===== src/rtl/elevator_motion_ctrl_if.sv =====
// Request, tick and status signals between the elevator motion controller and its environment.
interface elevator_motion_ctrl_if #(
    parameter int unsigned FLOOR_W = 3
);
    logic               tick;
    logic               req_valid;
    logic [FLOOR_W-1:0] req_floor;
    logic               req_ready;
    logic               req_err;
    logic               estop;
    logic [1:0]         spd;
    logic [FLOOR_W-1:0] cur_floor;
    logic               dir;
    logic               moving;
    logic               door_open;
    logic               arrived;

    modport master (
        output tick, req_valid, req_floor, estop,
        input  req_ready, req_err, spd, cur_floor, dir, moving, door_open, arrived
    );

    modport slave (
        input  tick, req_valid, req_floor, estop,
        output req_ready, req_err, spd, cur_floor, dir, moving, door_open, arrived
    );
endinterface


===== src/rtl/elevator_motion_ctrl.sv =====
// Elevator car motion controller: tick-counted positioning, linear speed ramp, door dwell, e-stop.
// Optional auto-park to floor 0 after a long idle period: define ELEV_AUTOPARK_EN.
module elevator_motion_ctrl #(
    parameter int unsigned FLOORS          = 8,
    parameter int unsigned FLOOR_W         = 3,
    parameter int unsigned TICKS_PER_FLOOR = 16,
    parameter int unsigned RAMP_TICKS      = 4,
    parameter int unsigned DOOR_CYCLES     = 100,
    parameter int unsigned PARK_CYCLES     = 1000
) (
    input  logic                   clk,
    input  logic                   rst_n,
    elevator_motion_ctrl_if.slave  mc
);
    localparam int unsigned CNT_W  = $clog2(FLOORS * TICKS_PER_FLOOR + 1);
    localparam int unsigned PF_W   = $clog2(TICKS_PER_FLOOR + 1);
    localparam int unsigned DOOR_W = $clog2(DOOR_CYCLES + 1);
    localparam int unsigned FLW1   = FLOOR_W + 1;

    typedef enum logic [1:0] {S_IDLE, S_MOVE, S_DOOR, S_ESTOP} state_e;

    state_e             state_q, state_d;
    logic [CNT_W-1:0]   rem_q, rem_d;
    logic [CNT_W-1:0]   ela_q, ela_d;
    logic [PF_W-1:0]    pf_q, pf_d;
    logic [DOOR_W-1:0]  door_cnt_q, door_cnt_d;
    logic [FLOOR_W-1:0] floor_q, floor_d;
    logic               dir_q, dir_d;
    logic [1:0]         spd_q, spd_d;
    logic               req_err_q, req_err_d;
    logic               arrived_q, req_ready_q, moving_q, door_open_q;

    logic               park_req_c;
    logic               req_go_c;
    logic [FLOOR_W-1:0] req_tgt_c;
    logic [FLOOR_W-1:0] dist_c;

`ifdef ELEV_AUTOPARK_EN
    localparam int unsigned PARK_W = $clog2(PARK_CYCLES + 1);
    logic [PARK_W-1:0] park_cnt_q;

    // Idle-time counter; the request fires on the cycle it reaches PARK_CYCLES.
    assign park_req_c = (state_q == S_IDLE) && (park_cnt_q == PARK_W'(PARK_CYCLES - 1))
                        && (floor_q != '0);

    always_ff @(posedge clk or negedge rst_n) begin
        if (!rst_n) begin
            park_cnt_q <= '0;
        end else if ((state_q != S_IDLE) || (state_d != S_IDLE) || mc.req_valid) begin
            park_cnt_q <= '0;
        end else if (park_cnt_q != PARK_W'(PARK_CYCLES)) begin
            park_cnt_q <= park_cnt_q + PARK_W'(1);
        end
    end
`else
    assign park_req_c = 1'b0;
`endif

    // External request takes precedence over the internal park request.
    assign req_go_c  = (state_q == S_IDLE) && (mc.req_valid || park_req_c);
    assign req_tgt_c = mc.req_valid ? mc.req_floor : '0;
    assign dist_c    = (req_tgt_c > floor_q) ? (req_tgt_c - floor_q) : (floor_q - req_tgt_c);

    always_comb begin
        state_d    = state_q;
        rem_d      = rem_q;
        ela_d      = ela_q;
        pf_d       = pf_q;
        door_cnt_d = door_cnt_q;
        floor_d    = floor_q;
        dir_d      = dir_q;
        req_err_d  = 1'b0;
        if (mc.estop) begin
            state_d    = S_ESTOP;
            door_cnt_d = '0;
        end else begin
            unique case (state_q)
                S_IDLE: begin
                    if (req_go_c) begin
                        if ({1'b0, req_tgt_c} >= FLW1'(FLOORS)) begin
                            req_err_d = 1'b1;
                        end else if (req_tgt_c == floor_q) begin
                            state_d    = S_DOOR;
                            door_cnt_d = '0;
                        end else begin
                            state_d = S_MOVE;
                            dir_d   = (req_tgt_c > floor_q);
                            rem_d   = CNT_W'(dist_c) * CNT_W'(TICKS_PER_FLOOR);
                            ela_d   = '0;
                            pf_d    = '0;
                        end
                    end
                end
                S_MOVE: begin
                    if (mc.tick) begin
                        ela_d = ela_q + CNT_W'(1);
                        rem_d = rem_q - CNT_W'(1);
                        if (pf_q == PF_W'(TICKS_PER_FLOOR - 1)) begin
                            pf_d    = '0;
                            floor_d = dir_q ? (floor_q + FLOOR_W'(1)) : (floor_q - FLOOR_W'(1));
                        end else begin
                            pf_d = pf_q + PF_W'(1);
                        end
                        if (rem_q == CNT_W'(1)) begin
                            state_d    = S_DOOR;
                            door_cnt_d = '0;
                        end
                    end
                end
                S_DOOR: begin
                    if (door_cnt_q == DOOR_W'(DOOR_CYCLES - 1)) begin
                        state_d = S_IDLE;
                    end else begin
                        door_cnt_d = door_cnt_q + DOOR_W'(1);
                    end
                end
                S_ESTOP: begin
                    if (rem_q != '0) begin
                        state_d = S_MOVE;
                        ela_d   = '0;
                    end else begin
                        state_d = S_IDLE;
                    end
                end
                default: state_d = S_IDLE;
            endcase
        end
    end

    // Speed profile from the post-update counters so spd follows a tick by one cycle.
    logic [CNT_W-1:0] ramp_lvl_c;
    logic [1:0]       up_c, dn_c;

    always_comb begin
        ramp_lvl_c = ela_d / CNT_W'(RAMP_TICKS);
        up_c       = (ramp_lvl_c >= CNT_W'(2)) ? 2'd3 : ((ramp_lvl_c == CNT_W'(1)) ? 2'd2 : 2'd1);
        dn_c       = (rem_d > CNT_W'(2 * RAMP_TICKS)) ? 2'd3 :
                     ((rem_d > CNT_W'(RAMP_TICKS)) ? 2'd2 : 2'd1);
        spd_d      = (state_d == S_MOVE) ? ((up_c < dn_c) ? up_c : dn_c) : 2'd0;
    end

    always_ff @(posedge clk or negedge rst_n) begin
        if (!rst_n) begin
            state_q     <= S_IDLE;
            rem_q       <= '0;
            ela_q       <= '0;
            pf_q        <= '0;
            door_cnt_q  <= '0;
            floor_q     <= '0;
            dir_q       <= 1'b0;
            spd_q       <= 2'd0;
            req_err_q   <= 1'b0;
            arrived_q   <= 1'b0;
            req_ready_q <= 1'b1;
            moving_q    <= 1'b0;
            door_open_q <= 1'b0;
        end else begin
            state_q     <= state_d;
            rem_q       <= rem_d;
            ela_q       <= ela_d;
            pf_q        <= pf_d;
            door_cnt_q  <= door_cnt_d;
            floor_q     <= floor_d;
            dir_q       <= dir_d;
            spd_q       <= spd_d;
            req_err_q   <= req_err_d;
            arrived_q   <= (state_d == S_DOOR) && (state_q != S_DOOR);
            req_ready_q <= (state_d == S_IDLE);
            moving_q    <= (state_d == S_MOVE);
            door_open_q <= (state_d == S_DOOR);
        end
    end

    assign mc.spd       = spd_q;
    assign mc.cur_floor = floor_q;
    assign mc.dir       = dir_q;
    assign mc.req_ready = req_ready_q;
    assign mc.req_err   = req_err_q;
    assign mc.moving    = moving_q;
    assign mc.door_open = door_open_q;
    assign mc.arrived   = arrived_q;
endmodule


===== src/flat_wrapper.sv =====
// flat-port wrapper written by rule: the top's interface ports become plain ports
module elevator_motion_ctrl_flat 
#(
    parameter int unsigned FLOORS          = 8,
    parameter int unsigned FLOOR_W         = 3,
    parameter int unsigned TICKS_PER_FLOOR = 16,
    parameter int unsigned RAMP_TICKS      = 4,
    parameter int unsigned DOOR_CYCLES     = 100,
    parameter int unsigned PARK_CYCLES     = 1000
)
  (clk, rst_n, mc_tick, mc_req_valid, mc_req_floor, mc_estop, mc_req_ready, mc_req_err, mc_spd, mc_cur_floor, mc_dir, mc_moving, mc_door_open, mc_arrived);
  elevator_motion_ctrl_if #(.FLOOR_W(FLOOR_W)) mc_i ();
  input  logic clk;
  input  logic rst_n;
  input wire logic [$bits(mc_i.tick)-1:0] mc_tick;
  input wire logic [$bits(mc_i.req_valid)-1:0] mc_req_valid;
  input wire logic [$bits(mc_i.req_floor)-1:0] mc_req_floor;
  input wire logic [$bits(mc_i.estop)-1:0] mc_estop;
  output wire logic [$bits(mc_i.req_ready)-1:0] mc_req_ready;
  output wire logic [$bits(mc_i.req_err)-1:0] mc_req_err;
  output wire logic [$bits(mc_i.spd)-1:0] mc_spd;
  output wire logic [$bits(mc_i.cur_floor)-1:0] mc_cur_floor;
  output wire logic [$bits(mc_i.dir)-1:0] mc_dir;
  output wire logic [$bits(mc_i.moving)-1:0] mc_moving;
  output wire logic [$bits(mc_i.door_open)-1:0] mc_door_open;
  output wire logic [$bits(mc_i.arrived)-1:0] mc_arrived;
  assign mc_i.tick = mc_tick;
  assign mc_i.req_valid = mc_req_valid;
  assign mc_i.req_floor = mc_req_floor;
  assign mc_i.estop = mc_estop;
  assign mc_req_ready = mc_i.req_ready;
  assign mc_req_err = mc_i.req_err;
  assign mc_spd = mc_i.spd;
  assign mc_cur_floor = mc_i.cur_floor;
  assign mc_dir = mc_i.dir;
  assign mc_moving = mc_i.moving;
  assign mc_door_open = mc_i.door_open;
  assign mc_arrived = mc_i.arrived;
  elevator_motion_ctrl #(.FLOORS(FLOORS), .FLOOR_W(FLOOR_W), .TICKS_PER_FLOOR(TICKS_PER_FLOOR), .RAMP_TICKS(RAMP_TICKS), .DOOR_CYCLES(DOOR_CYCLES), .PARK_CYCLES(PARK_CYCLES)) u_core (.clk(clk), .rst_n(rst_n), .mc(mc_i));
endmodule

===== config.mk =====
export PLATFORM = sky130hd
export DESIGN_NAME = elevator_motion_ctrl_flat
export DESIGN_NICKNAME = d
export VERILOG_FILES = /design/src/rtl/elevator_motion_ctrl_if.sv /design/src/rtl/elevator_motion_ctrl.sv /design/src/flat_wrapper.sv
export SDC_FILE = /design/constraint.sdc
export NUM_CORES = 1
export LEC_CHECK = 0
export ABC_AREA = 0
export CELL_PAD_IN_SITES_DETAIL_PLACEMENT = 2
export CELL_PAD_IN_SITES_GLOBAL_PLACEMENT = 2
export CORE_ASPECT_RATIO = 1.25
export CORE_UTILIZATION = 39
export CTS_CLUSTER_DIAMETER = 40
export DETAILED_ROUTE_END_ITERATION = 6
export GPL_TIMING_DRIVEN = 0
export HOLD_SLACK_MARGIN = 0.08
export PLACE_DENSITY = 0.94
export SYNTH_ARGS = -nofsm -noshare
export SYNTH_HDL_FRONTEND = slang
export SYNTH_SLANG_ARGS = --single-unit

===== constraint.sdc =====
create_clock -name clk -period 6.92 [get_ports clk]
set_input_delay 1.384 -clock clk [delete_from_list [all_inputs] [get_ports clk]]
set_output_delay 1.384 -clock clk [all_outputs]
set_load 0.01 [all_outputs]

==> flow_summary_export.csv <==
group,metric,value,unit
sta,post-route-min-period,5.31,ns
die,dieArea,6430,um2
die,die_h,89.4,um
die,rows,31,
sta,rsz0062_at_grt,"no",
layout,synthToLayoutAreaGrowth,17.4,%
sta,fmax,0.188,GHz
layout,post-route-util,0.478,
flow_run,cap_violations,0,
clock_network,cts_setup_buffers,0,
synthesis,synthArstFlopShare,1.00,
die,ios,19,
setup_path,worstPathMaxFanout,8,
synthesis,ys_types,50,
global_routing,track_usage,0.265,
setup_path,start_kind,"input pin",
die,start_util,0.407,
min_path,hold_start,"u_core.door_cnt_q[6]",
synthesis,synth_nets,290,
place,routabilityCongestion,0.815,
setup_path,path_delay_family,"simple AND/OR/NAND/NOR gates",
drt,drc,0,
clock_network,clock_latency,0.30,ns
status,status,"finished clean",
setup_path,crit_chain,"clkdlybuf4s50_1, nand2_1, inv_1, ha_1, nand3_1, a31o_2, a31o_2, a21oi_1, or3_1, or4_1, ha_1, or4_1, o221a_1",
global_routing,antenna_found_initial,0,
sta,relSlewSlack,0.559,
synthesis,synth_area,2380,um2
sta,tns,0,ns
drt,ant_nets,0,
drt,route.vias.total,2220,
clock_network,cts_buffer_depth,2,
global_routing,grt_pass1_vias,2488,
setup_path,path_class,"input pin to register",
power_and_ir_drop,swShare,0.320,
sta,hold_viol,0,
setup_path,cp.required,7.10,ns
synthesis,syn_area_per_cell,8.89,um2
setup_path,startpoint,"mc_req_valid",
power_and_ir_drop,comb_power_share,0.234,
layout,final_common_cell,"dfrtp_1",
layout,final_nets,315,
sta,setup_viol,0,
sta,hold_ws,0.496,ns
power_and_ir_drop,seqPwrFrac,0.440,
clock_network,cts_buffers,5,
setup_path,timing.rr.start,"u_core.mc.cur_floor[1]",
setup_path,cp.buffers_inverters,2,
synthesis,yosysSeqAreaShare,0.420,
power_and_ir_drop,total_power,0.000653,W
drt,viasPerCell,5.90,
setup_path,arrival,5.50,ns
drt,firstDrtPassIters,4,
synthesis,ys_warn_count,0,
drt,drtIter0Drc,73,
clock_network,htreeDepth,2,
layout,layout_common_cells,"39 x dfrtp_1, 34 x nand2_1, 27 x o21ai_0",
clock_network,holdBufCountCts,0,
power_and_ir_drop,max-vdd-ir-drop,95.6,uV
clock_network,tritoncts,"yes",
clock_network,clockRootBuffer,"clkbuf_8",
layout,nFillCells,656,
drt,post_drt_wl_per_cell,20.8,um
sta,skew,0.0121,ns
sta,worst_pin_slew,0.658,ns
power_and_ir_drop,power_density,234,nW/um2
global_routing,grt_max_degree,28,
clock_network,clkTransAtPathRegs,0.08,ns
sta,fin_ws,1.61,ns
setup_path,slowest_delay,0.68,ns
power_and_ir_drop,switchingPower,0.000209,W
clock_network,cts_sinks,40,
power_and_ir_drop,clkPwrFrac,0.326,
place,post-place-ws,1.33,ns
min_path,min_path_type,"register to register",
synthesis,dominantRegCellSynth,"dfrtp_1",
synthesis,synthCells,268,
setup_path,end_kind,"register",
sta,slew_violations,0,
layout,drive_gt1_frac,0.0850,
die,die_width,71.9,um
global_routing,grt_pass1_wl,12.7,mm
die,coreArea,5860,um2
place,detailed_place_hpwl,5.67,mm
synthesis,ys_ff_latch,40,
power_and_ir_drop,intPower,0.000444,W
layout,n_antenna_cell,0,
place,port_buffers,17,
clock_network,ctsResizeCount,0,
global_routing,grt_overflow,0,
sta,period_share,0.768,
setup_path,crit_slowest_cell,"clkdlybuf4s50_1",
synthesis,synth_edf_count,0,
drt,routed_wl,7.81,mm
power_and_ir_drop,leakagePower,1.24,nW
-- logic make-up (layout without fill, tap and decap cells) --
logic type,Yosys count,after routing,share of synthesized area
buffers and inverters,27,53,0.0451
flip-flops,40,40,0.420
AO/OA/AOI/OAI,68,68,0.173
adder cells (fa/ha/maj),14,14,0.0829
AND/OR/NAND/NOR,110,110,0.244
other,1,1,0.00157
XOR/XNOR,3,3,0.0110
multiplexers,5,5,0.0220
-- power groups by stage --
stage	combinational, W	clock [W]	sequential, W
CTS	0.000153	0.000217	0.000287
global placement	0.000131	0	0.000287
finish	0.000153	0.000213	0.000288
global route	0.000168	0.000226	0.000291
detailed placement	0.000144	0	0.000289
floorplan	0.0000941	0	0.000282
-- cells in the mapped netlist, drive strengths merged, types with 3 or more instances --
master,count,area (um2)
nand2,34,128
and3,3,18.8
and2,5,31.3
inv,18,67.6
fa,3,60.1
nor3,9,50.1
or3,3,18.8
a21oi,13,65.1
dfrtp,39,976
xnor2,3,26.3
nand4,4,25.0
nand2b,4,25.0
ha,11,138
nor2b,6,37.5
nand3,11,55.1
o31ai,4,30.0
buf,4,21.3
or4,3,26.3
nor2,20,82.6
a31oi,8,50.1
o21ai,29,145
clkbuf,5,18.8
mux2i,3,30.0
-- layout make-up --
class | count | area (um2) | share of cell area
tap | 82 | 103 | 0.0367
timing repair buffer | 18 | 185 | 0.0662
clock inverter | 1 | 30.0 | 0.0107
clock buffer | 7 | 96.3 | 0.0344
buffer | 9 | 40.0 | 0.0143
sequential | 40 | 1000 | 0.358
inverter | 18 | 67.6 | 0.0242
multi-input combinational | 201 | 1270 | 0.455
-- state kept, by name (all words and copies together) (netlist names), 2 cells and up --
signal,cells
u_core.mc.spd,2
u_core.pf_q,5
u_core.rem_q,8
u_core.ela_q,8
u_core.door_cnt_q,7
u_core.mc.cur_floor,3
u_core.state_q,2
-- metrics by stage --
stage          cell area, um2  std cells
6_report                 2800        376
5_1_grt                  2800        376
4_1_cts                  2800        376
3_5_place_dp             2670        368
3_3_place_gp             2660        367
2_1_floorplan            2380        268
-- per-layer routing --
layer | share of wire | vias to the layer above | track usage | routed length, um
met5 | 0 | - | 0 | 0
met4 | 0.034 | 0 | 0.121 | 264
met3 | 0.018 | 21 | 0.0406 | 140
met2 | 0.56 | 41 | 0.516 | 4410
met1 | 0.38 | 1157 | 0.279 | 2990
li1 | - | 1001 | - | -
-- worst paths after layout --
check / endpoint / slack [ns] / cells after the start
max in group asynchronous: u_core.mc.req_ready / 5.38 / 2
setup / recovery: u_core.mc.spd[0] / 1.61 / 13
hold reg to reg: u_core.door_cnt_q[6] / 0.50 / 1
min in group asynchronous: u_core.pf_q[0] / 0.99 / 1
setup reg to reg: u_core.mc.spd[0] / 3.05 / 11
hold / removal: u_core.door_cnt_q[6] / 0.50 / 1
Power figures use the tool's default switching activity.
==> RTL edit 1: new RTL, same flow settings <==
`TICKS_PER_FLOOR` is set to 16 in 2 places; all go to 8.
--- a/src/rtl/elevator_motion_ctrl.sv
+++ b/src/rtl/elevator_motion_ctrl.sv
@@ -5,3 +5,3 @@
     parameter int unsigned FLOOR_W         = 3,
-    parameter int unsigned TICKS_PER_FLOOR = 16,
+    parameter int unsigned TICKS_PER_FLOOR = 8,
     parameter int unsigned RAMP_TICKS      = 4,
--- a/src/flat_wrapper.sv
+++ b/src/flat_wrapper.sv
@@ -5,3 +5,3 @@
     parameter int unsigned FLOOR_W         = 3,
-    parameter int unsigned TICKS_PER_FLOOR = 16,
+    parameter int unsigned TICKS_PER_FLOOR = 8,
     parameter int unsigned RAMP_TICKS      = 4,
Function: changed (a bounded check fails within 10 cycles, from zero or initial values and one cycle with rst_n low).
==> RTL edit 1 against the unedited design <==
Area after synthesis rose by 1.1%; synthesized cell count fell by 3.4%; sequential cell count fell by 3; first-iteration DRC count fell by 4.1%; via count fell by 3.0%; routed wire length fell by 1.2%; setup slack improved by 0.22 ns; hold slack got worse by 0.016 ns; global-route usage fell by 0.60 points; design area fell by 1.4%; power fell by 4.6%; critical path type unchanged; critical endpoint unchanged; highest routed layer unchanged.
==> RTL edit 1: results (changes against the unedited design) <==
[final_layout]
nNonClkInverters = 17  ; -1
fill_cells = 669  ; +2.0%
multi_input_gates = 193  ; -4.0%
regArea_um2 = 927  ; -7.5%
area_delta_synth_final_pct = 14.5
final-nonclk-buf-share = 0.0834  ; +0.00295
clk_share = 0.0367  ; -0.00844
reg_top3 = u_core.door_cnt_q x7, u_core.ela_q x7, u_core.rem_q x7
multi_input_area_share = 0.483  ; +0.0277

[sta]
fin_ws_ns = 1.82  ; +0.216 ns
worst_pin_slew_ns = 0.887  ; +0.229 ns

[detailed_routing]
route.met3.wl_um = 200  ; +43%
met1Wirelength_mm = 3.22  ; +7.6%
vias_per_cell = 5.92  ; +0.23%
vias = 2154  ; -3.0%
drt-initial-drc-count = 70  ; -4.1%
wl_mm = 7.72  ; -1.2%

[clock_network]
post-cts-setup-buffers = 0  ; unchanged
cts_sinks = 37  ; -7.5%

[critical_path]
ff2ff_path_depth = 12  ; +1
r2r_slack_ns = 3.20  ; +0.15 ns
arrival_ns = 5.29  ; -0.21 ns
path_max_fanout = 10  ; +2
reg2reg_from = u_core.mc.cur_floor[2]
cp_top_family = simple AND/OR/NAND/NOR gates
critical-path-max-stage-delay_ns = 0.45  ; -0.23 ns

[global_route]
grtUsageMet1 = 0.303  ; +0.0243
grt_use_met2 = 0.443  ; -0.0731
grt_pass1_vias = 2457  ; -1.2%
use_met3 = 0.0448  ; +0.00426
grt_pass1_wl_mm = 12.9  ; +1.5%
antenna_found_initial = 0  ; unchanged
track_usage = 0.259  ; -0.00603

[power_and_ir_drop]
p_seq_frac = 0.431  ; -0.009
p_sw_frac = 0.358  ; +0.0380
p_leak_nw = 1.25  ; +1.4%
ir_drop_mv = 0.109  ; +14%
intPower_mw = 0.400  ; -9.9%
comb-power_mw = 0.176  ; +15%

[placement]
dp.final_hpwl_mm = 5.21  ; -8.2%
place_congestion = 0.759  ; -6.9%
placed_cell_area_mm2 = 0.00266  ; -0.52%
pre_cts_ws_ns = 1.49  ; +0.161 ns
place_inst = 356  ; -3.3%

[logic_synthesis]
synth-compound-area-share = 0.186  ; +0.0132
synth_top_cells_by_count = dfrtp_1 (36), nand2_1 (20), nor2_1 (19)
netlist_top_cells_area = dfrtp_1 (37%), ha_1 (5.7%), nand2_1 (3.1%)
synthAdderAreaFrac = 0.0820  ; -0.000904
ys_seq_area_frac = 0.385  ; -0.0357
synth_xor_area_frac = 0.0109  ; -0.000120
synthesis.nets = 281  ; -3.1%
avgSynthCellArea_um2 = 9.30  ; +4.6%

[floorplanning]
die_x_um = 72.3  ; +0.53%

[run_status]
outcome = finished clean

==> RTL edit 1: cell count changes after synthesis, moves of 3 or more <==
cell and change:
nand2_1 -14, a31oi_1 -6, dfrtp_1 -3, o21ai_0 -13, o211a_1 +3
==> RTL edit 1: how the worst min path moves through the flow <==
stage                          from                   end  slack (ns)  depth (start not counted)
4_1_cts        u_core.door_cnt_q[6]  u_core.door_cnt_q[6]        0.48                          1
5_1_grt        u_core.door_cnt_q[6]  u_core.door_cnt_q[6]        0.49                          1
6_report       u_core.door_cnt_q[6]  u_core.door_cnt_q[6]        0.48                          1
3_5_place_dp   u_core.door_cnt_q[6]  u_core.door_cnt_q[6]        0.47                          1
3_3_place_gp   u_core.door_cnt_q[6]  u_core.door_cnt_q[6]        0.47                          1
2_1_floorplan        u_core.pf_q[3]        u_core.pf_q[3]        0.44                          1
==> RTL edit 2: new RTL, same settings <==
Made on the original files. The 4 states of `state_e` get a one-hot encoding in 4 bits.
--- a/src/rtl/elevator_motion_ctrl.sv
+++ b/src/rtl/elevator_motion_ctrl.sv
@@ -19,3 +19,3 @@
 
-    typedef enum logic [1:0] {S_IDLE, S_MOVE, S_DOOR, S_ESTOP} state_e;
+    typedef enum logic [3:0] {S_IDLE = 4'b0001, S_MOVE = 4'b0010, S_DOOR = 4'b0100, S_ESTOP = 4'b1000} state_e;
 
Behaviour: no difference found for any inputs over 10 cycles, from zero or initial values and one cycle with rst_n low; not proved beyond that.
==> RTL edit 2 against the unedited design <==
Setup slack improved by 0.13 ns; routed wire length is 14% higher; sequential cell count grew 2; final cell count rose by 13%; design area up 16%; non-clock buffer count grew 5; power is 15% higher; area after synthesis up 20%.
==> RTL edit 2: results (changes against the unedited design) <==
[run_status]
outcome = finished clean

[global_route]
grt_pass1_vias = 2858  ; +15%
grt_max_degree = 26  ; -7.1%
grt_pass1_wl_mm = 15.0  ; +19%
use_met3 = 0.0347  ; -0.00584
grtUsageMet1 = 0.292  ; +0.0125
track_usage = 0.256  ; -0.00871

[logic_synthesis]
synthAdderAreaFrac = 0.0737  ; -0.00922
synthesis.nets = 335  ; +16%
synth-compound-area-share = 0.202  ; +0.0291
synth_xor_area_frac = 0.0307  ; +0.0197
ys_seq_area_frac = 0.369  ; -0.0510
netlist_top_cells_area = dfrtp_1 (35%), ha_1 (5.3%), o21ai_0 (3.3%)
synthCells = 312  ; +16%
synth_top_cells_by_count = dfrtp_1 (40), inv_1 (23), nor2_1 (22)
ys_types = 63  ; +26%

[placement]
port_buffers = 15  ; -2
pre_cts_ws_ns = 1.47  ; +0.138 ns
dp.final_hpwl_mm = 6.53  ; +15%
placed_cell_area_mm2 = 0.00313  ; +17%
place_inst = 418  ; +14%

[final_layout]
nNetsFinal = 358  ; +14%
n_antenna_cell = 0  ; unchanged
fill_cells = 766  ; +17%
regArea_mm2 = 0.00105  ; +5.1%

[critical_path]
path_max_fanout = 10  ; +2
critical-path-max-stage-delay_ns = 0.51  ; -0.17 ns
r2r_slack_ns = 3.38  ; +0.33 ns
arrival_ns = 5.34  ; -0.16 ns

[power_and_ir_drop]
p_leak_nw = 1.41  ; +14%
ir_drop_mv = 0.0848  ; -11%

[sta]
worst_pin_slew_ns = 0.492  ; -0.167 ns
period_needed_ns = 5.18  ; -0.132 ns
fin_skew_ns = 0.00554  ; -0.00654 ns

[detailed_routing]
vias = 2529  ; +14%
drt-initial-drc-count = 93  ; +27%

RTL edit 2: where the power goes:
group / internal (mW) / switching (mW) / total [mW]
sequential: 0.274 / 0.0419 / 0.316
clock: 0.108 / 0.0865 / 0.195
combinational: 0.0972 / 0.142 / 0.239
RTL edit 2: worst min path at each step:
stage / startpoint / to / slack (ns) / cells after the start
floorplan: u_core.ela_q[7] / u_core.ela_q[7] / 0.47 / 2
global placement: u_core.pf_q[4] / u_core.pf_q[4] / 0.50 / 1
detailed placement: u_core.pf_q[4] / u_core.pf_q[4] / 0.51 / 1
CTS: u_core.pf_q[4] / u_core.pf_q[4] / 0.53 / 1
global route: u_core.pf_q[4] / u_core.pf_q[4] / 0.55 / 1
finish: u_core.pf_q[1] / u_core.pf_q[1] / 0.52 / 2
RTL edit 2: cell type report:
type / count / area share
plain buffers: 16 / 0.0286
clock buffers: 7 / 0.0236
clock inverters: 1 / 0.00928
inverters: 24 / 0.0278
multi-input cells: 230 / 0.499
flip-flops and latches: 42 / 0.326
well taps: 90 / 0.0348
repair buffers: 16 / 0.0510
RTL edit 2: cell families (layout without fill, tap and decap cells):
| family | count (synthesis) | count (layout) |
|---|---|---|
| simple gates | 122 | 122 |
| compound gates | 79 | 79 |
| fa+ha+maj | 15 | 15 |
| mux | 3 | 3 |
| buf+inv | 40 | 64 |
| other cells | 1 | 1 |
| xor+xnor | 10 | 10 |
| flops | 42 | 42 |
RTL edit 2: routing by layer:
metal	share of wire	vias up
li1	-	1159
met1	0.40	1328
met2	0.57	34
met3	0.015	8
met4	0.010	0
met5	0	-
RTL edit 2: critical path: cells and delay by family:
family	cells	cell delay, ns
buf+inv	3	1.05
compound gates	4	0.96
simple gates	5	1.38
fa+ha+maj	2	0.55
